===== src/rtl/time_set_keys_pkg.sv =====
// Shared constants and types for the time-setting button front end.
package time_set_pkg;

    // Field selected for adjustment; MODE_RUN means the clock simply runs.
    localparam logic [1:0] MODE_RUN  = 2'd0;
    localparam logic [1:0] MODE_HOUR = 2'd1;
    localparam logic [1:0] MODE_MIN  = 2'd2;
    localparam logic [1:0] MODE_SEC  = 2'd3;

    // Button slots inside the debouncer vector.
    localparam int BTN_MODE = 0;
    localparam int BTN_UP   = 1;
    localparam int BTN_DN   = 2;
    localparam int NUM_BTN  = 3;

    // Shared up/down auto-repeat state machine.
    typedef enum logic [2:0] {
        IDLE,
        HOLD_UP,
        HOLD_DN,
        RPT_UP,
        RPT_DN
    } rpt_state_t;

    // Larger of two sizing parameters, used to size the shared repeat timer.
    function automatic int max_int(input int a, input int b);
        return (a > b) ? a : b;
    endfunction

endpackage


===== src/rtl/time_set_keys_if.sv =====
// Button inputs and clock-counter controls of the time-setting front end.
interface time_set_keys_if;
    logic       btn_mode_n;
    logic       btn_up_n;
    logic       btn_down_n;
    logic [1:0] mode;
    logic       inc;
    logic       dec;
    logic       setting;

    // Board / stimulus side: drives the raw keys, observes the controls.
    modport master (
        output btn_mode_n, btn_up_n, btn_down_n,
        input  mode, inc, dec, setting
    );

    // Front-end side: consumes the raw keys, produces the controls.
    modport slave (
        input  btn_mode_n, btn_up_n, btn_down_n,
        output mode, inc, dec, setting
    );
endinterface


===== src/rtl/time_set_keys_btn_debounce.sv =====
// One raw active-low key: 2-flop synchronizer, stability-count debounce,
// and a registered one-cycle press event on each debounced press.
module btn_debounce
    import time_set_pkg::*;
#(
    parameter int DEBOUNCE_CYC = 500000
) (
    input  logic clk50,
    input  logic key_n,
    input  logic raw_n,
    output logic pressed,
    output logic press_evt
);
    localparam int                CNT_W    = $clog2(DEBOUNCE_CYC + 1);
    localparam logic [CNT_W-1:0]  CNT_LAST = CNT_W'(DEBOUNCE_CYC - 1);

    logic [1:0]       sync_q;
    logic             db_q, db_d;
    logic [CNT_W-1:0] cnt_q, cnt_d;
    logic             evt_q, evt_d;

    // Bring the asynchronous key into clk50; preset to released.
    always_ff @(posedge clk50 or negedge key_n) begin
        if (!key_n) begin
            sync_q <= 2'b11;
        end else begin
            sync_q <= {sync_q[0], raw_n};
        end
    end

    // Accept a new level only after it has differed for DEBOUNCE_CYC cycles.
    always_comb begin
        db_d  = db_q;
        cnt_d = cnt_q;
        evt_d = 1'b0;
        if (sync_q[1] != db_q) begin
            if (cnt_q == CNT_LAST) begin
                db_d  = sync_q[1];
                cnt_d = '0;
                evt_d = ~sync_q[1];   // only released -> pressed counts
            end else begin
                cnt_d = cnt_q + CNT_W'(1);
            end
        end else begin
            cnt_d = '0;
        end
    end

    // Debounce state registers.
    always_ff @(posedge clk50 or negedge key_n) begin
        if (!key_n) begin
            db_q  <= 1'b1;
            cnt_q <= '0;
            evt_q <= 1'b0;
        end else begin
            db_q  <= db_d;
            cnt_q <= cnt_d;
            evt_q <= evt_d;
        end
    end

    assign pressed   = ~db_q;
    assign press_evt = evt_q;

endmodule


===== src/rtl/time_set_keys.sv =====
// Time-setting front end: debounced keys, field-select mode with idle
// timeout, and inc/dec pulses with hold-to-repeat.
module time_set_keys
    import time_set_pkg::*;
#(
    parameter int DEBOUNCE_CYC = 500000,
    parameter int REPEAT_DELAY = 25000000,
    parameter int REPEAT_RATE  = 5000000,
    parameter int TIMEOUT_CYC  = 500000000
) (
    input  logic            clk50,
    input  logic            key_n,
    time_set_keys_if.slave  bus
);
    localparam int               TMR_W      = $clog2(max_int(REPEAT_DELAY, REPEAT_RATE) + 1);
    localparam int               TO_W       = $clog2(TIMEOUT_CYC + 1);
    localparam logic [TMR_W-1:0] DELAY_LAST = TMR_W'(REPEAT_DELAY - 1);
    localparam logic [TMR_W-1:0] RATE_LAST  = TMR_W'(REPEAT_RATE - 1);
    localparam logic [TO_W-1:0]  TO_LAST    = TO_W'(TIMEOUT_CYC - 1);

    logic [NUM_BTN-1:0] raw_vec;
    logic [NUM_BTN-1:0] pressed_vec;
    logic [NUM_BTN-1:0] evt_vec;

    assign raw_vec[BTN_MODE] = bus.btn_mode_n;
    assign raw_vec[BTN_UP]   = bus.btn_up_n;
    assign raw_vec[BTN_DN]   = bus.btn_down_n;

    generate
        for (genvar gi = 0; gi < NUM_BTN; gi++) begin : g_btn
            btn_debounce #(
                .DEBOUNCE_CYC (DEBOUNCE_CYC)
            ) u_db (
                .clk50     (clk50),
                .key_n     (key_n),
                .raw_n     (raw_vec[gi]),
                .pressed   (pressed_vec[gi]),
                .press_evt (evt_vec[gi])
            );
        end
    endgenerate

    // Only the press event of the mode key matters, not its held level.
    logic unused_mode_pressed;
    assign unused_mode_pressed = pressed_vec[BTN_MODE];

    logic mode_evt, up_evt, dn_evt, up_pressed, dn_pressed;
    assign mode_evt   = evt_vec[BTN_MODE];
    assign up_evt     = evt_vec[BTN_UP];
    assign dn_evt     = evt_vec[BTN_DN];
    assign up_pressed = pressed_vec[BTN_UP];
    assign dn_pressed = pressed_vec[BTN_DN];

    rpt_state_t       state_q, state_d;
    logic [TMR_W-1:0] tmr_q, tmr_d;
    logic [1:0]       mode_q, mode_d;
    logic [TO_W-1:0]  to_q, to_d;
    logic             inc_q, dec_q, setting_q;
    logic             pulse_up, pulse_dn;

    // Repeat FSM: first pulse on press, then delay, then fixed-rate repeats.
    always_comb begin
        state_d  = state_q;
        tmr_d    = tmr_q;
        pulse_up = 1'b0;
        pulse_dn = 1'b0;
        if (mode_evt) begin
            // A mode change swallows any pending up/down activity.
            state_d = IDLE;
            tmr_d   = '0;
        end else begin
            case (state_q)
                IDLE: begin
                    tmr_d = '0;
                    if (up_evt && !dn_pressed) begin
                        pulse_up = 1'b1;
                        state_d  = HOLD_UP;
                    end else if (dn_evt && !up_pressed) begin
                        pulse_dn = 1'b1;
                        state_d  = HOLD_DN;
                    end
                end
                HOLD_UP, RPT_UP: begin
                    if (!up_pressed || dn_pressed) begin
                        state_d = IDLE;
                        tmr_d   = '0;
                    end else if (tmr_q == ((state_q == HOLD_UP) ? DELAY_LAST : RATE_LAST)) begin
                        pulse_up = 1'b1;
                        state_d  = RPT_UP;
                        tmr_d    = '0;
                    end else begin
                        tmr_d = tmr_q + TMR_W'(1);
                    end
                end
                HOLD_DN, RPT_DN: begin
                    if (!dn_pressed || up_pressed) begin
                        state_d = IDLE;
                        tmr_d   = '0;
                    end else if (tmr_q == ((state_q == HOLD_DN) ? DELAY_LAST : RATE_LAST)) begin
                        pulse_dn = 1'b1;
                        state_d  = RPT_DN;
                        tmr_d    = '0;
                    end else begin
                        tmr_d = tmr_q + TMR_W'(1);
                    end
                end
                default: begin
                    state_d = IDLE;
                    tmr_d   = '0;
                end
            endcase
        end
    end

    // Mode stepping and the idle timeout that drops back to run.
    always_comb begin
        mode_d = mode_q;
        to_d   = to_q;
        if (mode_evt) begin
            mode_d = mode_q + 2'd1;
            to_d   = '0;
        end else if (mode_q == MODE_RUN) begin
            to_d = '0;
        end else if (up_evt || dn_evt || pulse_up || pulse_dn) begin
            to_d = '0;
        end else if (to_q == TO_LAST) begin
            mode_d = MODE_RUN;
            to_d   = '0;
        end else begin
            to_d = to_q + TO_W'(1);
        end
    end

    // State and output registers; pulses are suppressed while running.
    always_ff @(posedge clk50 or negedge key_n) begin
        if (!key_n) begin
            state_q   <= IDLE;
            tmr_q     <= '0;
            mode_q    <= MODE_RUN;
            to_q      <= '0;
            inc_q     <= 1'b0;
            dec_q     <= 1'b0;
            setting_q <= 1'b0;
        end else begin
            state_q   <= state_d;
            tmr_q     <= tmr_d;
            mode_q    <= mode_d;
            to_q      <= to_d;
            inc_q     <= pulse_up && (mode_q != MODE_RUN);
            dec_q     <= pulse_dn && (mode_q != MODE_RUN);
            setting_q <= (mode_d != MODE_RUN);
        end
    end

    assign bus.mode    = mode_q;
    assign bus.inc     = inc_q;
    assign bus.dec     = dec_q;
    assign bus.setting = setting_q;

endmodule


===== src/flat_wrapper.sv =====
// flat-port wrapper written by rule: the top's interface ports become plain ports
module time_set_keys_flat import time_set_pkg::*;
#(
    parameter int DEBOUNCE_CYC = 500000,
    parameter int REPEAT_DELAY = 25000000,
    parameter int REPEAT_RATE  = 5000000,
    parameter int TIMEOUT_CYC  = 500000000
)
  (clk50, key_n, bus_btn_mode_n, bus_btn_up_n, bus_btn_down_n, bus_mode, bus_inc, bus_dec, bus_setting);
  time_set_keys_if bus_i ();
  input  logic clk50;
  input  logic key_n;
  input wire logic [$bits(bus_i.btn_mode_n)-1:0] bus_btn_mode_n;
  input wire logic [$bits(bus_i.btn_up_n)-1:0] bus_btn_up_n;
  input wire logic [$bits(bus_i.btn_down_n)-1:0] bus_btn_down_n;
  output wire logic [$bits(bus_i.mode)-1:0] bus_mode;
  output wire logic [$bits(bus_i.inc)-1:0] bus_inc;
  output wire logic [$bits(bus_i.dec)-1:0] bus_dec;
  output wire logic [$bits(bus_i.setting)-1:0] bus_setting;
  assign bus_i.btn_mode_n = bus_btn_mode_n;
  assign bus_i.btn_up_n = bus_btn_up_n;
  assign bus_i.btn_down_n = bus_btn_down_n;
  assign bus_mode = bus_i.mode;
  assign bus_inc = bus_i.inc;
  assign bus_dec = bus_i.dec;
  assign bus_setting = bus_i.setting;
  time_set_keys #(.DEBOUNCE_CYC(DEBOUNCE_CYC), .REPEAT_DELAY(REPEAT_DELAY), .REPEAT_RATE(REPEAT_RATE), .TIMEOUT_CYC(TIMEOUT_CYC)) u_core (.clk50(clk50), .key_n(key_n), .bus(bus_i));
endmodule

===== config.mk =====
export PLATFORM = sky130hd
export DESIGN_NAME = time_set_keys_flat
export DESIGN_NICKNAME = d
export VERILOG_FILES = /design/src/rtl/time_set_keys_pkg.sv /design/src/rtl/time_set_keys_if.sv /design/src/rtl/time_set_keys_btn_debounce.sv /design/src/rtl/time_set_keys.sv /design/src/flat_wrapper.sv
export SDC_FILE = /design/constraint.sdc
export NUM_CORES = 1
export LEC_CHECK = 0
export CAP_MARGIN = 20
export CORE_ASPECT_RATIO = 0.7
export CORE_MARGIN = 10
export CORE_UTILIZATION = 40
export CTS_BUF_LIST = sky130_fd_sc_hd__clkbuf_8
export DETAILED_ROUTE_END_ITERATION = 8
export GPL_TIMING_DRIVEN = 0
export HOLD_SLACK_MARGIN = 0.15
export PLACE_DENSITY_LB_ADDON = 0.25
export SLEW_MARGIN = 20
export SYNTH_ARGS = -nofsm -noshare
export SYNTH_HDL_FRONTEND = slang
export SYNTH_SLANG_ARGS = --single-unit

===== constraint.sdc =====
create_clock -name clk50 -period 2.3 [get_ports clk50]
set_clock_uncertainty 0.1 [all_clocks]
set_input_delay 0.69 -clock clk50 [delete_from_list [all_inputs] [get_ports clk50]]
set_output_delay 0.69 -clock clk50 [all_outputs]
set_load 0.05 [all_outputs]

==> impl_metrics.tcl, run 1 <==
set metrics [dict create \
    outcome "complete, but fails checks" \
    violations "negative setup slack" \
    synth_top_cell_area_share 0.483 \
    grt_max_degree 79 \
    rows 38 \
    p_clk_frac 0.441 \
    tightest_slew_ps 697 \
    synth_enable_flop_cells 0 \
    final_core_util 0.495 \
    ys_async_sr_fraction 1.00 \
    vias 4644 \
    intPower_w 0.00337 \
    drc 0 \
    io_pins 10 \
    drtIter0Drc 297 \
    netlist_area_sq_um 6320 \
    hold_class "flop to flop" \
    finalCriticalPeriod_ps 2480 \
    ant_nets 0 \
    syn_avg_cell_area_sq_um 9.89 \
    grt_overflow 0 \
    die_area_sq_um 21300 \
    fmax_mhz 403 \
    synthFlopType "dfrtp_1" \
    area_growth_pct 21.5 \
    final_nets 698 \
    placed_area_sq_um 6710 \
    wire_per_inst_microns 14.6 \
    drt_first_pass_iters 6 \
    routabilityCongestion 0.847 \
    crit_path_max_fanout 5 \
    start_kind "flop" \
    min-delay-start "u_core.g_btn[0].u_db.sync_q[0]" \
    p_leak_nw 3.12 \
    start_util 0.408 \
    final.setup.tns_ps -7740 \
    grt_pass1_wl_microns 22300 \
    core_sq_um 15500 \
    setup_slack_ps -180 \
    grtUsageTotal 0.126 \
    die_x_microns 170 \
    syn_nets 650 \
    ys_types 44 \
    cts.sinks 131 \
    synth_seq_cells 131 \
    fp.dieH_microns 125 \
    p_switching_w 0.000998 \
    path_clk_slew_ps 80 \
    hold_viol 0 \
    root_buffer "clkbuf_8" \
    port_buffers 9 \
    ir_worst_vdd_mv 0.290 \
    rsz0062_at_grt "true" \
    slew_headroom 0.531 \
    worstPathArrival_ps 2700 \
    worstPathRequired_ps 2520 \
    ys_seq_area_frac 0.520 \
    r2r-end "u_core.to_q[23]" \
    syn_inst 639 \
    antenna_found_initial 0 \
    diodes 0 \
    report.final.slew_viol_count 0 \
    placed_cells 849 \
    rrSetupSlack_ps -180 \
    r2r_cells 8 \
    fin_area_sq_um 7680 \
    yosys_warnings 0 \
    clockBufferDepth 2 \
    fill_cells 1381 \
    swShare 0.228 \
    drv_cap 0 \
    combinationalPowerShare 0.024 \
    avgViaCountPerCell 5.16 \
    htree_num_levels 4 \
    grt_pass1_vias 4627 \
    min_to "u_core.g_btn[0].u_db.sync_q[1]" \
    finalSetupViolations 58 \
    dp_hpwl_microns 8520 \
    power_density_nw_per_um2 570 \
    finalNonFillerCells 900 \
    drive_gt1_frac 0.211 \
    power_frac_seq 0.536 \
    yosysTopAreaCell "dfrtp_1" \
    critPathKind "flop to flop" \
    cts_buffers 17 \
    period_share 1.08 \
    worstSetupEndpointType "flop" \
    insertion_delay_ps 430 \
    rr_startpoint "u_core.tmr_q[17]" \
    holdPathStages 0 \
    cts_tree "done" \
    drt_wl_total_microns 13100 \
    synthTopCellsByArea "dfrtp_1 48%, nor2_1 8.0%, xor2_1 7.8%" \
]
## cell families after synthesis
kind of cell,synth area share
AO/OA/AOI/OAI,0.0196
XOR/XNOR,0.147
adder cells (fa/ha/maj),0.0119
buffers and inverters,0.0212
flip-flops,0.520
multiplexers,0.00535
AND/OR/NAND/NOR,0.275
## layout by cell type (no fill, tap or decap), types with 3 or more instances in the layout
cell type	netlist	layout
and2_1	5	5
nor3_1	21	17
dfstp_2	9	9
clkbuf_8	0	19
buf_8	0	6
ha_1	6	6
clkinv_4	0	3
nand3b_1	7	7
nor4b_1	6	5
and4_1	8	8
and3b_1	3	3
dfrtp_1	122	121
or2_2	6	6
xnor2_1	50	50
nand4b_1	3	3
inv_1	13	16
mux2_2	3	3
clkdlybuf4s50_1	0	3
nand3_1	48	48
and3_1	22	21
xor2_1	56	56
nand2_1	46	44
nor2_1	134	87
nor2_2	0	30
nor4_1	8	5
nor3_2	0	4
nand4_1	13	13
buf_4	3	12
o31a_1	3	3
nor2b_1	5	4
nor3b_1	3	3
dlygate4sd2_1	0	5
nor2_4	0	17
buf_6	1	8
clkbuf_1	7	4
## synthesized netlist by cell type (5+ instances only)
cell type / number
nor4_1: 8
dfstp_2: 9
or2_2: 6
nor4b_1: 6
nand2_1: 46
inv_1: 13
and3_1: 22
nor2b_1: 5
dfrtp_1: 122
and2_1: 5
and4_1: 8
xnor2_1: 50
nand3b_1: 7
xor2_1: 56
nor3_1: 21
nor2_1: 134
nand3_1: 48
buf_2: 5
clkbuf_1: 7
ha_1: 6
nand4_1: 13
## how the worst max path moves through the flow
| stage | start | endpoint | cells after the start | slack (ps) |
|---|---|---|---|---|
| floorplan | u_core.tmr_q[7] | u_core.to_q[24] | 8 | 10 |
| global placement | key_n | u_core.g_btn[1].u_db.cnt_q[10] | 1 | -4660 |
| detailed placement | u_core.g_btn[2].u_db.cnt_q[0] | u_core.g_btn[2].u_db.cnt_q[14] | 8 | -320 |
| CTS | u_core.tmr_q[17] | u_core.to_q[11] | 9 | -140 |
| global route | u_core.state_q[2] | u_core.to_q[21] | 9 | -280 |
| finish | u_core.tmr_q[17] | u_core.to_q[23] | 8 | -180 |
## cell type report
type	instances	area [sq um]	area share
Sequential cell	131	3290	0.429
Multi-Input combinational cell	479	3230	0.421
Timing Repair Buffer	35	388	0.0505
Clock buffer	19	262	0.0341
Tap cell	200	250	0.0326
Clock inverter	13	135	0.0176
Buffer	10	71.3	0.00929
Inverter	13	48.8	0.00636
## sequential cells by signal, summed over array words and instances (netlist names)
register,flops
u_core.g_btn.u_db.press_evt,3
u_core.g_btn.u_db.db_q,3
u_core.bus.dec,1
u_core.bus.inc,1
u_core.state_q,3
u_core.g_btn.u_db.cnt_q,57
u_core.tmr_q,25
u_core.bus.mode,2
u_core.g_btn.u_db.sync_q,6
u_core.to_q,29
u_core.bus.setting,1
## critical path, cell delays in order (launching register included)
cell      delay, ps
dfrtp_1         390
or4b_4          560
or3_4           420
a211oi_4        240
a21oi_2         100
nand4b_1        160
buf_6           190
buf_8           150
nor2_2           50
## per-layer routing
metal	wire length, microns	GRT usage	vias to the layer above
met5	0	0	-
met3	507	0.0330	9
met2	5890	0.186	72
met1	6660	0.178	2308
met4	73	0.0309	0
li1	-	-	2255
## through the flow
stage	hold WS (ps)	power [W]	worst slack, ps
global placement	249	0.00248	-4660
floorplan	245	0.00242	10.3
global route	262	0.00456	-280
finish	258	0.00437	-180
CTS	260	0.00444	-144
detailed placement	249	0.00249	-318
## power by group through the flow
stage / Combinational [W] / Sequential (W) / Clock [W]
after global placement: 0.0000994 / 0.00239 / 0
after floorplan: 0.0000394 / 0.00238 / 0
final: 0.000104 / 0.00234 / 0.00193
after global routing: 0.000124 / 0.00234 / 0.00209
after CTS: 0.000110 / 0.00234 / 0.00199
after detailed placement: 0.000109 / 0.00239 / 0
## timing repair
action                                  in CTS  in global routing
resized for setup                           59                 60
cloned                                       4                  0
pin swaps                                   30                 20
buffers inserted                            16                  5
hold buffers                                 1                  0
hold endpoints to repair                    53                  0
endpoints found under the setup margin      97                 98
Note: power is estimated with default switching activity, not from simulation.
==> run 2: changes to the inputs <==
--- a/config.mk
+++ b/config.mk
@@ -14,6 +14,7 @@
 export GPL_TIMING_DRIVEN = 0
 export HOLD_SLACK_MARGIN = 0.15
 export PLACE_DENSITY_LB_ADDON = 0.25
+export SETUP_SLACK_MARGIN = 0.02
 export SLEW_MARGIN = 20
 export SYNTH_ARGS = -nofsm -noshare
 export SYNTH_HDL_FRONTEND = slang
==> run 2 against run 1 <==
Compared with the run above:
- the flow still finishes with violations (negative setup slack)
- final area fell by 2.5%
- core utilization fell by 1.2 points
- clock power rose by 18%
- first-iteration DRC count fell by 13%
- worst hold slack barely moved
- sequential cell count did not move
- register-to-register slack barely moved
- via count fell by 1.7%
- die area did not move
==> impl_metrics.tcl, run 2 (synthesis gave the netlist of run 1 again) <==
set metrics [dict create \
    outcome "complete, but fails checks" \
    violations "negative setup slack" \
    most-common-layout-cells "124 x nor2_1, 121 x dfrtp_1, 56 x xor2_1, 50 x xnor2_1, 48 x nand3_1" \
    worstSetupEndpointType "flop" \
    grt_pass1_wl_microns 21900 \
    cts_tree "done" \
    grt_overflow 0 \
    swShare 0.225 \
    cts.sinks 131 \
    rrSetupSlack_ps -180 \
    final_common_cell "nor2_1" \
    grtUsageTotal 0.124 \
    slowest_delay_ps 550 \
    cts_buffers 17 \
    power_density_nw_per_um2 631 \
    fill_cells 1428 \
    rows 38 \
    grt_pass1_vias 4517 \
    fmax_mhz 403 \
    drv_cap 0 \
    drc 0 \
    power.total_w 0.00472 \
    worstPathRequired_ps 2520 \
    finalSetupViolations 53 \
    antenna_found_initial 0 \
    period_share 1.08 \
    io_pins 10 \
    slew_headroom 0.548 \
    crit_path_max_fanout 5 \
    drt_first_pass_iters 4 \
    dp_hpwl_microns 8530 \
    finalCriticalPeriod_ps 2480 \
    drt_wl_total_microns 12700 \
    die_x_microns 170 \
    top_regs "u_core.g_btn.u_db.cnt_q: 57 flops, u_core.to_q: 29 flops, u_core.tmr_q: 25 flops" \
    hold_viol 0 \
    fp.dieH_microns 125 \
    die_area_sq_um 21300 \
    finalNonFillerCells 896 \
    drive_gt1_frac 0.149 \
    worstPathArrival_ps 2700 \
    start_util 0.408 \
    routabilityCongestion 0.837 \
    intPower_w 0.00366 \
    p_clk_frac 0.482 \
    wire_per_inst_microns 14.2 \
    power_frac_seq 0.496 \
    worstPathCellList "or4b_4, or3_4, a211oi_4, a21oi_2, nand4b_1, buf_6, buf_12, buf_8, nor2_1" \
    clockBufferDepth 2 \
    path_clk_slew_ps 80 \
    regArea_sq_um 3290 \
    p_leak_nw 3.08 \
    avgViaCountPerCell 5.10 \
    setup_slack_ps -184 \
    top_register "u_core.g_btn.u_db.cnt_q" \
    placed_cells 849 \
    tightest_slew_ps 672 \
    rsz0062_at_grt "true" \
    root_buffer "clkbuf_8" \
    drtIter0Drc 258 \
    critPathKind "flop to flop" \
    ant_nets 0 \
    port_buffers 9 \
    final_nets 694 \
    start_kind "flop" \
    diodes 0 \
    insertion_delay_ps 440 \
    crit_family "simple AND/OR/NAND/NOR gates" \
    largest_reg_flops 57 \
    p_switching_w 0.00106 \
    multi_input_area_sq_um 3030 \
    grt_max_degree 78 \
    core_sq_um 15500 \
    ir_worst_vdd_mv 0.369 \
    vias 4567 \
    crit_slowest_cell "or4b_4" \
    htree_num_levels 4 \
    report.final.slew_viol_count 0 \
    area_growth_pct 18.5 \
    combinationalPowerShare 0.022 \
    critical_path_buf_inv_count 3 \
    hold_class "flop to flop" \
]
run 2: changes by cell type in the layout (fill, tap and decap cells not counted), sizes merged:
| cell | before | now |
|---|---|---|
| clkdlybuf4s15 | 0 | 1 |
| bufinv | 2 | 5 |
| clkbuf | 24 | 22 |
| inv | 18 | 17 |
| buf | 31 | 27 |
| dlygate4sd2 | 5 | 4 |
run 2: power groups by stage:
| stage | sequential, W | clock (W) | combinational, W |
|---|---|---|---|
| after floorplan | 0.00238 | 0 | 0.0000394 |
| after global placement | 0.00239 | 0 | 0.000100 |
| after detailed placement | 0.00239 | 0 | 0.000110 |
| final | 0.00234 | 0.00228 | 0.000105 |
| after CTS | 0.00234 | 0.00234 | 0.000112 |
| after global routing | 0.00234 | 0.00246 | 0.000123 |
run 2: final cells by class:
cell class	count	area share
Multi-Input combinational cell	479	0.404
Clock inverter	15	0.0308
Inverter	13	0.00652
Sequential cell	131	0.440
Buffer	11	0.0105
Clock buffer	17	0.0313
Tap cell	200	0.0334
Timing Repair Buffer	30	0.0436
run 2: layer usage:
layer / GRT usage / up-vias / share of wire
met5: 0 / - / 0
met4: 0.0412 / 0 / 0.0078
met3: 0.0311 / 13 / 0.041
met2: 0.178 / 67 / 0.45
met1: 0.178 / 2240 / 0.51
li1: - / 2247 / -
run 2: final timing paths:
| path | start | end | cells past startpoint |
|---|---|---|---|
| worst max register to register | u_core.tmr_q[17] | u_core.to_q[22] | 9 |
| max in group asynchronous | key_n | u_core.g_btn[2].u_db.db_q | 3 |
| worst min register to register | u_core.g_btn[0].u_db.sync_q[0] | u_core.g_btn[0].u_db.sync_q[1] | 0 |
| worst max-delay path | u_core.tmr_q[17] | u_core.to_q[22] | 9 |
| min in group asynchronous | key_n | u_core.tmr_q[14] | 2 |
| worst min-delay path | u_core.g_btn[0].u_db.sync_q[0] | u_core.g_btn[0].u_db.sync_q[1] | 0 |
run 2: through the flow:
step	setup WS (ps)	hold slack (ps)	TNS [ps]	instance area, sq um	utilization
after global placement	-4700	247	-612170	6680	0.431
after global routing	-241	252	-7790	7490	0.483
after floorplan	15.8	245	0	6340	-
final	-184	259	-4180	7490	0.483
after CTS	-129	258	-2730	7400	0.478
after detailed placement	-425	248	-14830	6710	0.433
run 2: what timing repair did:
item / CTS / global route
cloned: 3 / 0
gates resized for setup: 27 / 22
pin swaps: 9 / 4
endpoints found under the hold margin: 54 / 0
hold buffers: 1 / 0
buffers inserted: 12 / 4
endpoints found under the setup margin: 96 / 98
==> run 3: changes to the inputs <==
--- a/config.mk
+++ b/config.mk
@@ -9,7 +9,6 @@
 export CORE_ASPECT_RATIO = 0.7
 export CORE_MARGIN = 10
 export CORE_UTILIZATION = 40
-export CTS_BUF_LIST = sky130_fd_sc_hd__clkbuf_8
 export DETAILED_ROUTE_END_ITERATION = 8
 export GPL_TIMING_DRIVEN = 0
 export HOLD_SLACK_MARGIN = 0.15
==> constraint.sdc (replaced) <==
create_clock -name clk50 -period 2.3 [get_ports clk50]
set_clock_uncertainty 0.1 [all_clocks]
set_input_delay 0.69 -clock clk50 [delete_from_list [all_inputs] [get_ports clk50]]
set_output_delay 0.69 -clock clk50 [all_outputs]
set_load 0.01 [all_outputs]
==> run 3 against run 2 <==
Compared with the run above:
- register-to-register slack improved by 60 ps
- first-iteration DRC count shrank 4.7%
- clock power increased by 32%
- the flow still finishes with violations (negative setup slack)
- via count increased by 0.20%
- core utilization rose by 1.0 points
- worst hold slack got worse by 2.0 ps
- combinational power about the same
- critical path depth fell by 1
- largest power group is now clock
==> impl_metrics.tcl, run 3 (synthesis gave the netlist of run 1 again) <==
set metrics [dict create \
    finalSetupViolations 52 \
    swShare 0.211 \
    drive_gt1_frac 0.159 \
    drt_wl_total_microns 12700 \
    p_switching_w 0.00115 \
    vias 4576 \
    die_x_microns 170 \
    hold_viol 0 \
    whs_ps 257 \
    most-common-layout-cells "120 x dfrtp_1, 117 x nor2_1, 56 x xor2_1, 50 x xnor2_1, 48 x nand3_1" \
    report.final.slew_viol_count 0 \
    rows 38 \
    critPathKind "flop to flop" \
    dp_hpwl_microns 8530 \
    crit_slowest_cell "or4bb_4" \
    critPathCapture "u_core.to_q[20]" \
    fmax_mhz 412 \
    port_buffers 9 \
    finalCriticalPeriod_ps 2430 \
    min-delay-start "u_core.g_btn[0].u_db.sync_q[0]" \
    cts_tree "done" \
    ir_worst_vdd_mv 0.416 \
    final_common_cell "dfrtp_1" \
    p_clk_frac 0.550 \
    routabilityCongestion 0.837 \
    cts_buffers 17 \
    drc 0 \
    cts.sinks 131 \
    die_area_sq_um 21300 \
    combinationalPowerShare 0.019 \
    p_leak_nw 3.09 \
    pre_cts_ws_ps -425 \
    diodes 0 \
    power_frac_seq 0.430 \
    top_regs "u_core.g_btn.u_db.cnt_q: 57 flops, u_core.to_q: 29 flops, u_core.tmr_q: 25 flops" \
    hold_class "flop to flop" \
    insertion_delay_ps 420 \
    area_growth_pct 21.0 \
    io_pins 10 \
    avgViaCountPerCell 5.14 \
    core_sq_um 15500 \
    start_util 0.408 \
    startpoint "u_core.tmr_q[10]" \
    antenna_found_initial 0 \
    violations "negative setup slack" \
    outcome "complete, but fails checks" \
    worstPathRequired_ps 2500 \
    slowest_delay_ps 570 \
    drtIter0Drc 246 \
    period_share 1.05 \
    r2r-end "u_core.to_q[20]" \
    worstPathCellList "or4bb_4, or3_4, a211oi_4, a21oi_2, nand4b_1, buf_6, clkbuf_16, nor2_4" \
    intPower_w 0.00430 \
    grt_overflow 0 \
    grt_pass1_vias 4488 \
    crit_path_max_fanout 6 \
    power_density_nw_per_um2 713 \
    grt_max_degree 78 \
    worstSetupEndpointType "flop" \
    ant_nets 0 \
    largest_reg_flops 57 \
    wire_per_inst_microns 14.3 \
    top_register "u_core.g_btn.u_db.cnt_q" \
    root_buffer "clkbuf_16" \
    rr_startpoint "u_core.tmr_q[10]" \
    grt_pass1_wl_microns 21700 \
    rsz0062_at_grt "true" \
    path_clk_slew_ps 60 \
    drt_first_pass_iters 4 \
    final_nets 689 \
    r2r_cells 8 \
    slew_headroom 0.549 \
    clockBufferDepth 2 \
    fp.dieH_microns 125 \
    htree_num_levels 4 \
    grtUsageTotal 0.123 \
    rrSetupSlack_ps -130 \
    setup_slack_ps -125 \
    worstPathArrival_ps 2630 \
    start_kind "flop" \
    tightest_slew_ps 671 \
    drv_cap 0 \
]
run 3: area by class of cell:
| type | count | area [sq um] |
|---|---|---|
| Sequential cell | 131 | 3290 |
| Buffer | 12 | 86.3 |
| Clock inverter | 14 | 226 |
| Inverter | 13 | 48.8 |
| Clock buffer | 18 | 429 |
| Tap cell | 200 | 250 |
| Timing Repair Buffer | 24 | 255 |
| Multi-Input combinational cell | 479 | 3060 |
| Fill cell | 1414 | 7860 |
run 3: how the worst min path moves through the flow:
stage | to | slack [ps] | cells after the start
finish | u_core.g_btn[0].u_db.sync_q[1] | 260 | 0
floorplan | u_core.g_btn[0].u_db.sync_q[1] | 250 | 0
CTS | u_core.g_btn[0].u_db.sync_q[1] | 260 | 0
detailed placement | u_core.g_btn[0].u_db.sync_q[1] | 250 | 0
global route | u_core.g_btn[1].u_db.sync_q[1] | 260 | 0
global placement | u_core.g_btn[0].u_db.sync_q[1] | 250 | 0
run 3: repair_timing:
action,in CTS,in global routing
gates resized for setup,16,32
gates cloned,0,1
setup buffers,9,4
endpoints found under the setup margin,91,96
hold buffers,1,0
pin swaps,6,10
endpoints found under the hold margin,54,0
run 3: power groups by stage:
| stage | combinational [W] | clock, W | sequential [W] |
|---|---|---|---|
| 2_1_floorplan | 0.0000394 | 0 | 0.00238 |
| 3_3_place_gp | 0.000100 | 0 | 0.00239 |
| 3_5_place_dp | 0.000110 | 0 | 0.00239 |
| 4_1_cts | 0.000112 | 0.00306 | 0.00234 |
| 5_1_grt | 0.000123 | 0.00318 | 0.00234 |
| 6_report | 0.000106 | 0.00300 | 0.00234 |
run 3: worst max-delay path, delay by kind of cell (launching register included):
| family | cells | cell delay [ps] |
|---|---|---|
| simple gates | 4 | 1110 |
| flops | 1 | 400 |
| buf+inv | 2 | 330 |
| compound gates | 2 | 360 |
run 3: metrics by stage:
step	power [W]	instances	area (sq um)	utilization	setup TNS, ps
finish	0.00545	891	7640	0.493	-3050
global route	0.00565	891	7640	0.493	-7120
CTS	0.00552	889	7500	0.484	-1540
detailed placement	0.00250	849	6710	0.433	-14830
global placement	0.00249	848	6680	0.431	-612170
floorplan	0.00242	639	6340	-	0
run 3: layer usage:
metal | routed length, microns | vias to the layer above | track usage
met4 | 175 | 0 | 0.0463
li1 | - | 2238 | -
met1 | 6620 | 2268 | 0.174
met2 | 5580 | 54 | 0.178
met3 | 332 | 16 | 0.0277
met5 | 0 | - | 0
